### src/rtl/axis_symbol_sampler.sv
// Symbol-rate sampler: picks one I/Q beat per symbol, queues it, frames it into packets.
// Generic FWFT FIFO first, then the sampler top.

// Generic first-word-fall-through FIFO, depth 2**AW.
// Latency: a push shows on pop_vld the next cycle; pop_dat is zero while empty.
// Backpressure: push is refused only when full with no simultaneous pop (push_acc=0).
module sampler_fifo #(
    parameter int DW = 8,
    parameter int AW = 5
) (
    input  logic          clk,
    input  logic          rst_n,
    input  logic          clr,
    input  logic          push,
    input  logic [DW-1:0] push_dat,
    output logic          push_acc,
    input  logic          pop,
    output logic [DW-1:0] pop_dat,
    output logic          pop_vld,
    output logic [AW:0]   level
);
    logic [DW-1:0] mem [2**AW];
    logic [AW-1:0] wr_ptr;
    logic [AW-1:0] rd_ptr;
    logic          full;
    logic          pop_acc;

    assign full     = level[AW];
    assign pop_vld  = (level != '0);
    assign pop_acc  = pop & pop_vld;
    assign push_acc = push & (~full | pop_acc);
    assign pop_dat  = pop_vld ? mem[rd_ptr] : '0;

    always_ff @(posedge clk) begin
        if (!rst_n || clr) begin
            wr_ptr <= '0;
            rd_ptr <= '0;
            level  <= '0;
        end else begin
            if (push_acc) wr_ptr <= wr_ptr + AW'(1);
            if (pop_acc)  rd_ptr <= rd_ptr + AW'(1);
            case ({push_acc, pop_acc})
                2'b10:   level <= level + (AW+1)'(1);
                2'b01:   level <= level - (AW+1)'(1);
                default: level <= level;
            endcase
        end
    end

    always_ff @(posedge clk) begin
        if (push_acc) mem[wr_ptr] <= push_dat;
    end
endmodule

// Selects one beat per symbol (internal phase counter or external strobe) into a packet FIFO.
// Latency: a selected beat is on o_tvalid the cycle after selection when the FIFO is empty.
// Backpressure: input never stalls; pushes into a full FIFO are dropped and counted.
module axis_symbol_sampler #(
    parameter int WIDTH   = 16,
    parameter int NCH     = 1,
    parameter int DECIM_W = 8,
    parameter int FIFO_AW = 5,
    parameter int PKT_W   = 16
) (
    input  logic                    ce_clk,
    input  logic                    ce_rst,
    input  logic                    clear,
    input  logic                    cfg_mode,
    input  logic [DECIM_W-1:0]      cfg_decim,
    input  logic [DECIM_W-1:0]      cfg_phase,
    input  logic [PKT_W-1:0]        cfg_pkt_len,
    input  logic                    sync_stb,
    input  logic [NCH*2*WIDTH-1:0]  i_tdata,
    input  logic                    i_tvalid,
    output logic                    i_tready,
    input  logic                    i_tlast,
    output logic [NCH*2*WIDTH-1:0]  o_tdata,
    output logic                    o_tvalid,
    input  logic                    o_tready,
    output logic                    o_tlast,
    output logic [15:0]             overflow_cnt,
    output logic [FIFO_AW:0]        fifo_level
);
    localparam int DW = NCH*2*WIDTH;

    logic [DECIM_W-1:0] d_eff;
    logic [DECIM_W-1:0] d_max;
    logic [DECIM_W-1:0] p_eff;
    logic [DECIM_W-1:0] cnt;
    logic [PKT_W-1:0]   pkt_cnt;
    logic [PKT_W-1:0]   pkt_last_idx;
    logic               pend;
    logic               sticky;
    logic               accept;
    logic               sel;
    logic               push;
    logic               push_acc;
    logic               tlast_bit;

    assign i_tready = ce_rst;
    assign accept   = i_tvalid & i_tready;

    assign d_eff = (cfg_decim == '0) ? DECIM_W'(1) : cfg_decim;
    assign d_max = d_eff - DECIM_W'(1);
    assign p_eff = (cfg_phase > d_max) ? d_max : cfg_phase;

    assign sel  = accept & (cfg_mode ? (sync_stb | pend) : (cnt == p_eff));
    assign push = sel & ~clear;

    // Fixed-length framing counts pushes; length 0 forwards the input framing instead.
    assign pkt_last_idx = cfg_pkt_len - PKT_W'(1);
    assign tlast_bit    = (cfg_pkt_len == '0) ? (sticky | i_tlast) : (pkt_cnt == pkt_last_idx);

    always_ff @(posedge ce_clk) begin
        if (!ce_rst) begin
            cnt          <= '0;
            pkt_cnt      <= '0;
            pend         <= 1'b0;
            sticky       <= 1'b0;
            overflow_cnt <= '0;
        end else if (clear) begin
            cnt     <= '0;
            pkt_cnt <= '0;
            pend    <= 1'b0;
            sticky  <= 1'b0;
        end else begin
            // A cnt left beyond a shrunk decimation wraps on the next accept.
            if (cfg_mode)    cnt <= '0;
            else if (accept) cnt <= (cnt >= d_max) ? '0 : cnt + DECIM_W'(1);

            if (!cfg_mode)     pend <= 1'b0;
            else if (accept)   pend <= 1'b0;
            else if (sync_stb) pend <= 1'b1;

            if (push_acc)                sticky <= 1'b0;
            else if (accept && i_tlast)  sticky <= 1'b1;

            if (push_acc) begin
                if (cfg_pkt_len == '0 || pkt_cnt >= pkt_last_idx) pkt_cnt <= '0;
                else                                               pkt_cnt <= pkt_cnt + PKT_W'(1);
            end

            if (push && !push_acc && overflow_cnt != 16'hFFFF)
                overflow_cnt <= overflow_cnt + 16'd1;
        end
    end

    sampler_fifo #(
        .DW (DW + 1),
        .AW (FIFO_AW)
    ) u_fifo (
        .clk      (ce_clk),
        .rst_n    (ce_rst),
        .clr      (clear),
        .push     (push),
        .push_dat ({tlast_bit, i_tdata}),
        .push_acc (push_acc),
        .pop      (o_tready),
        .pop_dat  ({o_tlast, o_tdata}),
        .pop_vld  (o_tvalid),
        .level    (fifo_level)
    );
endmodule

### config.mk
export PLATFORM = sky130hd
export DESIGN_NAME = axis_symbol_sampler
export DESIGN_NICKNAME = d
export VERILOG_FILES = /design/src/rtl/axis_symbol_sampler.sv
export SDC_FILE = /design/constraint.sdc
export NUM_CORES = 1
export LEC_CHECK = 0
export CORE_MARGIN = 2
export CORE_UTILIZATION = 45
export CTS_CLUSTER_DIAMETER = 30
export DETAILED_ROUTE_END_ITERATION = 12
export PLACE_DENSITY = 0.71
export SLEW_MARGIN = 20
export SYNTH_ARGS = -nofsm -noshare
export SYNTH_HDL_FRONTEND = slang
export SYNTH_SLANG_ARGS = --single-unit
export TNS_END_PERCENT = 30
### constraint.sdc
create_clock -name ce_clk -period 11.8 [get_ports ce_clk]
set_input_delay 2.95 -clock ce_clk [delete_from_list [all_inputs] [get_ports ce_clk]]
set_output_delay 2.95 -clock ce_clk [all_outputs]
set_load 0.05 [all_outputs]
* Word-level counts from Yosys, hierarchy flattened *
Memory sizes are Yosys's and may differ from the RTL's. A register that Yosys moved wholly into a read port is not among the register bits.
Index checks and enable logic that the tools add are counted.

cells by class
  order comparisons = 3
  eq/ne operators = 5
  muxes and demuxes = 12
  add/sub/neg operators = 9
  $mul = 0
  bitwise operators = 12
  div/mod/pow operators = 0
  shifts and indexed selects = 0
  reduce and logical (&&, ||, !) cells = 16

operators with widths
  kind                     count
  $mux W33                 1
  $add A16 B1 Y16 const B  2
  $mux W8                  3
  $eq A16 B16 Y1           1
  $ge A16 B16 Y1           1
  $logic_not A16 Y1        1
  $mux W16                 1
  $ne A16 B16 Y1 const B   1
  $sub A16 B1 Y16 const B  1
  $pmux W6 S2              1
  $add A5 B1 Y5 const B    2
  $mux W5                  2
  $add A8 B1 Y8 const B    1
  $eq A8 B8 Y1             1
  $ge A8 B8 Y1             1
  $gt A8 B8 Y1             1
  $logic_not A8 Y1         1
  $sub A8 B1 Y8 const B    1
  $add A6 B1 Y6 const B    1
  $reduce_bool A6 Y1       1
  $reduce_or A3 Y1         2
  $sub A6 B1 Y6 const B    1
  $and A1 B1 Y1            5
  $mux W1                  4
  11 further kinds         20

word-level totals
  logic and storage cells = 66
  bits in registers = 58
  ROM bits = 0
  memories = 1
  RAM bits = 1,056
  output and inout port bits = 57
  bits in latches = 0
  input port bits = 72

memory list
  name        depth  bits a word  rd ports  clocked after Yosys merged registers in  wr ports  line  source
  u_fifo.mem  32     33           1         1                                        1         22    logic [DW-1:0] mem [2**AW];

* Logic depth before layout (Yosys ltp) *
Gate-level depths: netlist of the first run.

  depth after elaboration = 14
  gate-level depth with buffers = 33
  mapped depth without buffers = 28

* Hierarchy *
A second synthesis of the first run with hierarchy kept.

second synthesis, totals
  cell total of the unflattened synthesis = 2,294
  area total of the unflattened synthesis = 45,108.3 µm²

modules (own cells, without submodules)
  module               seq. area each (µm²)  cells each  instances  area each (µm²)
  sampler_fifo         32,130.8              1,854       1          41,582.4
  axis_symbol_sampler  840.8                 440         1          3,525.9

* Worst setup path after synthesis of the first run *
OpenSTA, ideal clock, no wires.

  path kind = input port to flip-flop
  start = input cfg_decim[4]
  end = memory u_fifo.mem[19][0] (netlist name) (enable)
  buffers on the path = 6
  setup slack = 1.380 ns
  cell stages on the path = 22
  arrival time = 9.914 ns
  library setup time = 0.506 ns
  data required time = 11.294 ns
  path through = clkbuf_1 > or2_2 > clkbuf_1 > nor3_1 > nor2_1 > ha_1 > nand2_1 > nor2_1 > xnor2_1 > ha_1 > nand3_1 > or2_2 > nand2b_1 > clkbuf_1 > and3_1 > o21ai_1 > nand4b_2 > o31a_1 > buf_6 > buf_6 > buf_2 > nor4_1

between the ends
  cells in the longest elaborated chain, start to end = 12

RTL lines
  what                               line  source
  start: declaration                 69    input logic [DECIM_W-1:0] cfg_decim,
  $logic_not A8 Y1                   103   assign d_eff = (cfg_decim == '0) ? DECIM_W'(1) : cfg_decim;
  $mux W8 (*)                        103
  $sub A8 B1 Y8 (*)                  104   assign d_max = d_eff - DECIM_W'(1);
  $gt A8 B8 Y1                       105   assign p_eff = (cfg_phase > d_max) ? d_max : cfg_phase;
  $mux W8 (*)                        105
  $eq A8 B8 Y1 (*)                   107   assign sel = accept & (cfg_mode ? (sync_stb | pend) : (cnt == p_eff));
  $mux W1 (*)                        107
  $and A1 B1 Y1 (*)                  107
  $and A1 B1 Y1 (*)                  108   assign push = sel & ~clear;
  $and A1 B1 Y1 (*)                  31    assign push_acc = push & (~full | pop_acc);
  $mux W1 (*)                        51    if (push_acc) mem[wr_ptr] <= push_dat;
  $mux W1 (not written as such) (*)  51
  end: declaration                   22

Mark *: on every way between the ends. The rest lies on a longest branch, timed or not.

* Worst setup path after layout of the first run *
  start = input cfg_decim[2]
  end = register u_fifo.level[4]

between the ends
  cells in the longest elaborated chain, start to end = 12
  elaborated cells on any way between the ends = 14
  those cells by class = add/sub: 1; order compare: 1; eq/ne: 3; mux: 4; bitwise: 3; reduce/logical: 2

RTL lines
  what                                                      line  source
  $logic_not A8 Y1                                          103
  $mux W8 (*)                                               103
  $sub A8 B1 Y8 (*)                                         104
  $gt A8 B8 Y1                                              105
  $mux W8 (*)                                               105
  $eq A8 B8 Y1 (*)                                          107
  $mux W1 (*)                                               107
  $and A1 B1 Y1 (*)                                         107
  $and A1 B1 Y1 (*)                                         108
  $and A1 B1 Y1 (*)                                         31
  $eq A2 B1 Y1 / $eq A2 B2 Y1 (equally long branches)       42    case ({push_acc, pop_acc})
  $pmux W6 S2 / $reduce_bool A2 Y1 (equally long branches)  n/a
  end signal: assignment                                    43    2'b10: level <= level + (AW+1)'(1);
  end signal: assignment                                    44    2'b01: level <= level - (AW+1)'(1);
  end signal: assignment                                    45    default: level <= level;
  end: declaration                                          20    output logic [AW:0] level

Marked as above.
A chain may end at the register's enable or synchronous reset.

==> out/metrics.cfg, run 1 <==
[grt]
grt_pass1_wl_um = 163400
grt_max_degree = 110
grt_pass1_vias = 24150
grt-ovfl-total = 0
antenna_found_initial = 1
grt_use_total = 0.2181

[floorplan]
dieHeight_um = 319.5
ios = 129
fp-row-count = 115
die_area_um2 = 102100
core_um2 = 98560
die_w_um = 319.5
start_util = 0.4545

[sta]
maxSlewHeadroom = 0.2961
tns_ns = 0
period_needed_ns = 8.988
hold_slack_ns = 0.5038
rsz0062_at_grt = no
finalSetupViolCount = 0
hold_viol = 0
fmax_mhz = 111.3
fin_ws_ns = 2.812
min_period_over_period = 0.7617
max_slew.worst_pin.slew_ns = 1.056
report.final.slew_viol_count = 0
skew_ns = 0.03519

[worst_setup_path]
r2r-end = u_fifo.mem[8][10]
path_depth = 30
worstSetupStartpointType = input pin
path_buf_inv = 3
crit_arrival_ns = 9.57
end_kind = register
crit_start = cfg_decim[2]
path_class = input pin to register
r2r_slack_ns = 6.96
slowest_delay_ns = 0.61
cp_top_family = simple AND/OR/NAND/NOR gates
ff2ff_path_depth = 11
cpMaxStageDelayCell = or4_1
endpoint = u_fifo.level[4]
critical_path_peak_fanout = 12
rr_startpoint = cnt[0]
path_common_cell = ha_1
cp_data_required_time_ns = 12.38

[flow_run]
drv_cap = 0

[logic_synthesis]
synth_edf_count = 1056
synthTopCellsByArea = edfxtp_1 71%, mux4_2 17%, dfxtp_1 2.8%
syn_nets = 2276
yosysTopAreaCell = edfxtp_1
synth-seq-cells = 1119
synthCells = 2161
netlist_area_um2 = 44790
avgSynthCellArea_um2 = 20.73
yosys_warnings = 0
synth_cell_type_count = 66
async_flop_share = 0
synth_ff_type = edfxtp_1
netlist.area_leader.share = 0.7079
seq_area_frac_synth = 0.7361

[detailed_routing]
avgRoutedWirePerCell_um = 28.53
viasPerCell = 6.032
vias = 23410
drtAntennaViolNets = 0
drtIter0Drc = 2572
finalWirelength_um = 110700
drt_first_pass_iters = 5
drc = 0

[power]
power_frac_seq = 0.432
sw_frac_of_total = 0.2085
p_per_area_nw_per_um2 = 183.3
p_int_uw = 7954
p_comb_frac = 0.016
switchingPower_uw = 2095
ir_worst_vdd_v = 0.0001483
clkPwrFrac = 0.551
p_leak_uw = 0.01694

[cts]
cts_num_sinks = 1119
cts-root-buf = clkbuf_16
post_cts_resized = 0
holdBufCountCts = 0
post_cts.repair.setup_buffers = 0
path_clk_slew_ns = 0.05
clk_latency_ns = 0.77
cts_buffer_depth = 3
cts_made_buffers = 182
cts_tree = done
htree_levels = 4

[placed_design]
io_buffers = 128
gp_congestion = 0.8264
dp_slack_ns = 2.098
dp_hpwl_um = 63820

[layout]
nNetsFinal = 2547
drive_gt1_frac = 0.3002
area_delta_synth_final_pct = 22.42
fillers = 6999

[status]
status = complete, no violations

[min_path]
hold_class = register to register

Yosys cell counts (16+ instances only):
| master | number |
|---|---|
| nor3_1 | 19 |
| edfxtp_1 | 1056 |
| nor2b_1 | 16 |
| nor2_1 | 86 |
| dfxtp_1 | 63 |
| ha_1 | 43 |
| inv_1 | 27 |
| xnor2_1 | 23 |
| nand3_1 | 27 |
| buf_1 | 27 |
| clkbuf_1 | 77 |
| mux4_2 | 330 |
| nand2_1 | 33 |
| a21oi_1 | 57 |
| o31ai_1 | 26 |
| or4_1 | 23 |
| mux2i_1 | 37 |
| o21ai_0 | 22 |
flip-flops by register name, summed over array words and instances (netlist names), named ones only:
register / count
pend: 1
u_fifo.wr_ptr: 5
pkt_cnt: 16
overflow_cnt: 16
u_fifo.mem: 1056
u_fifo.level: 6
u_fifo.rd_ptr: 5
cnt: 8
sticky: 1
layer usage:
| layer | track usage | share of wire | up-vias |
|---|---|---|---|
| li1 | - | - | 9710 |
| met1 | 0.2867 | 0.39 | 12430 |
| met2 | 0.3737 | 0.52 | 1101 |
| met3 | 0.04034 | 0.066 | 164 |
| met4 | 0.06090 | 0.021 | 2 |
| met5 | 0 | 0.000063 | - |
cells by family (layout without fill, tap and decap cells):
logic type                 count (synthesis)  after routing  synth area share
adders and majority gates                 44             44           0.01223
other                                      0              2                 0
and+or+nand+nor                          295            295           0.03478
DFF                                     1119           1119            0.7361
xor gates and xnor gates                  38             38          0.007430
muxes                                    368            368            0.1744
buffers and inverters                    140            571           0.01232
AOI/OAI and AO/OA                        157            157           0.02274
metrics by stage:
stage | area, um2 | power, uW | cells | util
after global placement | 47880 | 4584 | 3513 | 0.4858
after floorplan | 44790 | 4477 | 2161 | -
final | 54840 | 10050 | 3881 | 0.5563
after CTS | 54740 | 10110 | 3873 | 0.5554
after detailed placement | 48230 | 4590 | 3529 | 0.4894
after global routing | 54830 | 10300 | 3879 | 0.5563
power groups by stage:
| stage | registers (uW) | logic [uW] | clock network [uW] |
|---|---|---|---|
| after floorplan | 4420 | 52.6 | 0 |
| after global placement | 4420 | 160 | 0 |
| after detailed placement | 4420 | 166 | 0 |
| after CTS | 4350 | 166 | 5590 |
| after global routing | 4340 | 178 | 5780 |
| final | 4340 | 165 | 5540 |
final cells by class:
type,instances,area [um2],share of cell area
Inverter,27,101.3,0.001848
Timing Repair Buffer,200,2132,0.03888
Sequential cell,1119,32990,0.6016
Multi-Input combinational cell,902,11490,0.2095
Clock inverter,144,1770,0.03229
Tap cell,1287,1610,0.02937
Antenna cell,2,5.005,0.00009127
Clock buffer,200,4738,0.08641
tightest hold or removal path, delay by kind of cell, from the launching register on:
| kind | cells | cell delay (ns) |
|---|---|---|
| AO/OA/AOI/OAI | 2 | 0.13 |
| flip-flops | 1 | 0.32 |
cells in the final DEF (no fill, tap or decap), types with 10 or more instances in the layout:
master,n
a21oi_1,56
and3_1,11
buf_12,14
buf_2,12
buf_4,47
bufinv_16,28
clkbuf_1,12
clkbuf_16,187
clkdlybuf4s50_1,116
clkinv_1,20
clkinv_2,23
clkinv_4,16
clkinvlp_4,21
dfxtp_1,58
edfxtp_1,1056
ha_1,43
inv_1,26
inv_6,23
mux2i_1,37
mux4_2,330
nand2_1,33
nand3_1,27
nand4_1,15
nor2_1,74
nor2_4,12
nor3_1,15
nor4_1,11
o21ai_0,22
o31ai_1,26
or3_1,10
or4_1,23
xnor2_1,23
xor2_1,15
worst min path at each step:
| stage | startpoint | endpoint | slack (ns) | cells after the start |
|---|---|---|---|---|
| after floorplan | pkt_cnt[15] | pkt_cnt[15] | 0.46 | 2 |
| after global placement | overflow_cnt[6] | overflow_cnt[6] | 0.47 | 2 |
| after detailed placement | pkt_cnt[15] | pkt_cnt[15] | 0.49 | 2 |
| after CTS | pkt_cnt[15] | pkt_cnt[15] | 0.50 | 2 |
| after global routing | sticky | sticky | 0.54 | 2 |
| final | pkt_cnt[15] | pkt_cnt[15] | 0.50 | 2 |
No activity file was read; power rests on OpenSTA's default activity.
==> run 2, diff against run 1 <==
==> constraint.sdc (replaced) <==
create_clock -name ce_clk -period 8.4 [get_ports ce_clk]
set_input_delay 2.1 -clock ce_clk [delete_from_list [all_inputs] [get_ports ce_clk]]
set_output_delay 2.1 -clock ce_clk [all_outputs]
set_load 0.05 [all_outputs]
==> out/metrics.cfg, run 2 (synthesis gave the netlist of run 1 again) <==
[status]
status = complete, no violations  ; unchanged

[layout]
nNetsFinal = 2567  ; was 2,547
fin_cells = 3896  ; was 3,881
reg_top3 = u_fifo.mem (1056), overflow_cnt (16), pkt_cnt (16)  ; unchanged
regMostFlops = u_fifo.mem  ; unchanged
drive_gt1_frac = 0.3128  ; was 0.3002
final_common_cell = edfxtp_1  ; unchanged
largest_reg_flops = 1056  ; unchanged
final_cell_mix = 1,056 x edfxtp_1, 330 x mux4_2, 183 x clkbuf_16  ; was 1,056 x edfxtp_1, 330 x mux4_2, 187 x clkbuf_16
diodes = 0  ; was 2
area_delta_synth_final_pct = 22.36  ; was 22.42%

[detailed_routing]
drc = 0  ; unchanged
wl_met3_um = 8238  ; was 7360 um
finalWirelength_um = 109400  ; was 110,700 um
met1Wirelength_um = 42780  ; was 43,720 um
drt_first_pass_iters = 6  ; was 5
drtAntennaViolNets = 0  ; unchanged
drtIter0Drc = 2606  ; was 2,572
vias = 23410  ; about the same
top_layer = met4  ; was met5
avgRoutedWirePerCell_um = 28.07  ; was 28.53 um
viasPerCell = 6.007  ; was 6.032
wl_met2_um = 55360  ; was 57,300 um

[sta]
hold_viol = 0  ; unchanged
period_needed_ns = 7.746
min_period_over_period = 0.9221
hold_slack_ns = 0.4985  ; was 0.5038 ns
maxSlewHeadroom = 0.2758  ; was 0.2961
rsz0062_at_grt = no  ; unchanged
finalSetupViolCount = 0  ; unchanged
fmax_mhz = 129.1
report.final.slew_viol_count = 0  ; unchanged
max_slew.worst_pin.slew_ns = 1.083  ; was 1.056 ns
skew_ns = 0.09408  ; was 0.03519 ns

[cts]
cts_buffer_depth = 3  ; unchanged
cts_made_buffers = 183  ; was 182
cts_num_sinks = 1119  ; unchanged
htree_levels = 4  ; unchanged
cts-root-buf = clkbuf_16  ; unchanged
cts_tree = done  ; unchanged
post_cts_resized = 0  ; unchanged
path_clk_slew_ns = 0.05  ; about the same
post_cts.repair.setup_buffers = 0  ; unchanged
holdBufCountCts = 0  ; unchanged
clk_latency_ns = 0.80  ; was 0.77 ns

[floorplan]
fp-row-count = 115  ; unchanged
die_area_um2 = 102100  ; unchanged
dieHeight_um = 319.5  ; unchanged
start_util = 0.4545  ; unchanged
die_w_um = 319.5  ; unchanged
core_um2 = 98560  ; unchanged
ios = 129  ; unchanged

[grt]
grt_pass1_wl_um = 161500  ; was 163,400 um
grt-ovfl-total = 0  ; unchanged
grt_pass1_vias = 24540  ; was 24,150
grt_max_degree = 91  ; was 110
antenna_found_initial = 1  ; unchanged
grt_use_total = 0.2158  ; was 0.2181

[power]
clkPwrFrac = 0.552  ; was 0.551
ir_worst_vdd_v = 0.0002657  ; was 0.0001483 V
power_frac_seq = 0.432  ; about the same
switchingPower_uw = 3029  ; was 2095 uW
p_comb_frac = 0.015  ; was 0.016
p_leak_uw = 0.01703  ; was 0.01694 uW
p_int_uw = 11090  ; was 7954 uW
sw_frac_of_total = 0.2146  ; was 0.2085
p_per_area_nw_per_um2 = 257.5  ; was 183.3 nW/um2

[flow_run]
drv_cap = 0  ; unchanged

[worst_setup_path]
path_class = input pin to register  ; unchanged
critical_path_peak_fanout = 11  ; was 12
rr_startpoint = cnt[0]  ; unchanged
worstSetupStartpointType = input pin  ; unchanged
crit_arrival_ns = 8.39  ; was 9.57 ns
end_kind = register  ; unchanged
cp_data_required_time_ns = 9.04  ; was 12.38 ns
crit_start = cfg_decim[1]  ; was cfg_decim[2]

[min_path]
hold_class = register to register  ; unchanged
hold_start = pkt_cnt[15]  ; unchanged

[placed_design]
dp_hpwl_um = 61200  ; was 63,820 um
io_buffers = 128  ; unchanged
placed_cells = 3554  ; was 3,529
gp_congestion = 0.8419  ; was 0.8264

run 2: cell types whose count changed in the layout (fill, tap and decap cells not counted), moves of 4 or more:
cell and change:
buf_2 +9, buf_16 -9, buf_4 +31, clkbuf_16 -4, clkinv_16 +8, inv_6 +4
clkinv_1 -10, inv_8 +4, clkdlybuf4s50_1 -9
run 2: power groups by stage:
stage / Combinational (uW) / Sequential, uW / Clock, uW
floorplan: 73.9 / 6220 / 0
global placement: 208 / 6220 / 0
detailed placement: 218 / 6220 / 0
CTS: 220 / 6110 / 7890
global route: 235 / 6100 / 8130
finish: 215 / 6100 / 7800
run 2: layout make-up:
type / count / area, um2
sequential: 1119 / 32990
inverter: 27 / 101.3
multi-input combinational: 902 / 11480
fill: 7055 / 43750
clock inverter: 145 / 1934
tap: 1287 / 1610
clock buffer: 197 / 4672
timing repair buffer: 219 / 2022
run 2: final timing paths:
path,end,slack [ns],depth (start not counted)
max,u_fifo.level[5],0.65,27
min,pkt_cnt[15],0.50,2
max reg2reg,u_fifo.level[5],3.74,17
min reg2reg,pkt_cnt[15],0.50,2
run 2: routing by layer:
metal,GRT usage,up-vias
li1,-,9732
met1,0.2841,12290
met2,0.3611,1203
met3,0.04287,183
met4,0.07317,0
met5,0,-
run 2: critical path, stage by stage:
cell and delay (ns):
clkdlybuf4s50_1 0.47, or4_1 0.62, nor3_1 0.30, nor2_1 0.13, ha_1 0.26, nand2_1 0.11
nor2_1 0.06, xnor2_1 0.31, ha_1 0.33, nand4_1 0.09, nand2_1 0.08, a31o_1 0.24
a21o_1 0.23, and3_1 0.21, o21ai_1 0.14, nand4b_2 0.21, o31a_2 0.40, nor2_1 0.25
inv_1 0.13, ha_1 0.24, buf_4 0.18, a21o_1 0.18, a22o_1 0.27, o21ai_0 0.19
a32oi_1 0.16, or3_1 0.33, a21oi_1 0.15
run 2: metrics by stage:
stage	util	setup TNS, ns	power, uW	cell area (um2)	setup WS [ns]
after floorplan	-	-174.48	6290	44790	-1.170
after global placement	0.4901	0	6425	48310	0.1466
final	0.5561	0	14120	54810	0.6545
after global routing	0.5561	0	14470	54810	0.1777
after detailed placement	0.4900	0	6435	48300	0.009821
after CTS	0.5571	0	14210	54910	0.7563
==> run 3, diff against run 2 <==
--- a/config.mk
+++ b/config.mk
@@ -6,10 +6,10 @@
 export NUM_CORES = 1
 export LEC_CHECK = 0
 export CORE_MARGIN = 2
-export CORE_UTILIZATION = 45
+export CORE_UTILIZATION = 55
 export CTS_CLUSTER_DIAMETER = 30
 export DETAILED_ROUTE_END_ITERATION = 12
-export PLACE_DENSITY = 0.71
+export PLACE_DENSITY = 0.82
 export SLEW_MARGIN = 20
 export SYNTH_ARGS = -nofsm -noshare
 export SYNTH_HDL_FRONTEND = slang
==> out/metrics.cfg, run 3 (synthesis gave the netlist of run 1 again) <==
[grt]
grt-ovfl-total = 0  ; unchanged
grt_max_degree = 83  ; was 91
grt_pass1_wl_um = 171300  ; was 161,500 um
grt_pass1_vias = 25150  ; was 24,540
antenna_found_initial = 2  ; was 1
grt_use_total = 0.2866  ; was 0.2158

[worst_setup_path]
critical_path_peak_fanout = 7  ; was 11
crit_start = cfg_decim[1]  ; unchanged
r2r_slack_ns = 3.85  ; was 3.74 ns
ff2ff_path_depth = 19  ; was 17
end_kind = register  ; unchanged
cp_data_required_time_ns = 8.96  ; was 9.04 ns
path_class = input pin to register  ; unchanged
rr_startpoint = cnt[0]  ; unchanged
worstSetupStartpointType = input pin  ; unchanged
endpoint = u_fifo.level[4]  ; was u_fifo.level[5]
r2r-end = u_fifo.level[4]  ; was u_fifo.level[5]
crit_arrival_ns = 8.26  ; was 8.39 ns

[floorplan]
ios = 129  ; unchanged
die_w_um = 289.4  ; was 319.5 um
die_area_um2 = 83740  ; was 102,100 um2
core_um2 = 80550  ; was 98,560 um2
fp-row-count = 104  ; was 115
start_util = 0.5561  ; was 0.4545
dieHeight_um = 289.4  ; was 319.5 um

[sta]
period_needed_ns = 7.696  ; was 7.746 ns
fmax_mhz = 129.9  ; was 129.1 MHz
hold_slack_ns = 0.4883  ; was 0.4985 ns
tns_ns = 0  ; unchanged
skew_ns = 0.03905  ; was 0.09408 ns
rsz0062_at_grt = no  ; unchanged
report.final.slew_viol_count = 0  ; unchanged
hold_viol = 0  ; unchanged
finalSetupViolCount = 0  ; unchanged
maxSlewHeadroom = 0.2888  ; was 0.2758
max_slew.worst_pin.slew_ns = 1.064  ; was 1.083 ns
min_period_over_period = 0.9162  ; was 0.9221

[detailed_routing]
finalWirelength_um = 117200  ; was 109,400 um
drc = 0  ; unchanged
drt_first_pass_iters = 6  ; unchanged
vias = 24320  ; was 23,410
drtAntennaViolNets = 0  ; unchanged
avgRoutedWirePerCell_um = 32.52  ; was 28.07 um
viasPerCell = 6.747  ; was 6.007
drtIter0Drc = 2973  ; was 2,606

[layout]
final_common_cell = edfxtp_1  ; unchanged
fillers = 4701  ; was 7,055
drive_gt1_frac = 0.2958  ; was 0.3128
final_cell_mix = 1,056 x edfxtp_1, 330 x mux4_2, 164 x clkbuf_16  ; was 1,056 x edfxtp_1, 330 x mux4_2, 183 x clkbuf_16
seqCellArea_um2 = 32990  ; unchanged
reg_top3 = u_fifo.mem (1056), overflow_cnt (16), pkt_cnt (16)  ; unchanged
nNetsFinal = 2523  ; was 2,567
area_delta_synth_final_pct = 19.15  ; was 22.36%
regMostFlops = u_fifo.mem  ; unchanged
largest_reg_flops = 1056  ; unchanged
multi_input_area_um2 = 11480  ; unchanged

[cts]
post_cts.repair.setup_buffers = 0  ; unchanged
cts-root-buf = clkbuf_16  ; unchanged
cts_num_sinks = 1119  ; unchanged
cts_buffer_depth = 3  ; unchanged
cts_made_buffers = 162  ; was 183
path_clk_slew_ns = 0.05  ; about the same
cts_tree = done  ; unchanged
clk_latency_ns = 0.76  ; was 0.80 ns
htree_levels = 4  ; unchanged
holdBufCountCts = 0  ; unchanged
post_cts_resized = 0  ; unchanged

[power]
clkPwrFrac = 0.519  ; was 0.552
p_leak_uw = 0.01639  ; was 0.01703 uW
p_per_area_nw_per_um2 = 245.7  ; was 257.5 nW/um2
sw_frac_of_total = 0.2192  ; was 0.2146
switchingPower_uw = 2874  ; was 3029 uW
power_frac_seq = 0.465  ; was 0.432
p_int_uw = 10240  ; was 11,090 uW
ir_worst_vdd_v = 0.0002050  ; was 0.0002657 V
power.total_uw = 13110  ; was 14,120 uW
p_comb_frac = 0.016  ; was 0.015

[min_path]
hold_class = register to register  ; unchanged
hold_start = pkt_cnt[15]  ; unchanged

[placed_design]
gp_congestion = 0.8497  ; was 0.8419
io_buffers = 128  ; unchanged
dp_hpwl_um = 60140  ; was 61,200 um

[status]
status = complete, no violations  ; unchanged

[flow_run]
drv_cap = 0  ; unchanged

## run 3: routing by layer
metal  share of wire  track usage
met5               0            0
met4           0.039       0.1129
met3           0.088      0.05260
met2            0.52       0.4888
met1            0.35       0.3680
## run 3: per-stage QoR
stage               std cells    util  instance area [um2]  worst slack [ns]
CTS                      3602  0.6644                53510            0.8162
global placement         3304  0.5958                47990            0.1906
finish                   3604  0.6626                53370            0.7040
global route             3604  0.6626                53370            0.2255
floorplan                2161       -                44790            -1.170
detailed placement       3304  0.5958                47990           0.07512
## run 3: worst max-delay path, cell delays in order
cell,delay (ns)
clkdlybuf4s50_1,0.48
or4_1,0.61
nor3_1,0.29
nor2_1,0.14
ha_1,0.26
nand2_1,0.12
nor2_1,0.06
xnor2_1,0.30
ha_1,0.33
o211a_1,0.14
a31o_1,0.27
a21o_1,0.23
and3_1,0.21
o21ai_1,0.15
nand4b_2,0.19
o31a_2,0.40
nor2_1,0.23
inv_1,0.12
ha_1,0.24
xor2_1,0.15
ha_1,0.19
a21oi_1,0.24
o21bai_1,0.11
a221oi_1,0.27
a21oi_1,0.07
a31oi_1,0.18
or3_1,0.13
a21oi_1,0.06
## run 3: layout make-up
type	instances	area share
clock inverters	122	0.02576
well taps	1060	0.02485
multi-input cells	902	0.2151
repair buffers	196	0.03648
diodes	2	0.00009377
flip-flops and latches	1119	0.6181
inverters	27	0.001899
clock buffers	176	0.07773
## run 3: worst min-delay path by stage
stage,endpoint,depth (start not counted)
detailed placement,pkt_cnt[15],2
CTS,pkt_cnt[15],2
global route,pkt_cnt[15],2
finish,pkt_cnt[15],2
floorplan,pkt_cnt[15],2
global placement,overflow_cnt[6],2
## run 3: power groups by stage
stage / Combinational, uW / Clock (uW) / Sequential [uW]
3_5_place_dp: 212 / 0 / 6220
4_1_cts: 216 / 6860 / 6100
6_report: 212 / 6800 / 6100
2_1_floorplan: 73.9 / 0 / 6220
3_3_place_gp: 199 / 0 / 6220
5_1_grt: 230 / 7080 / 6100
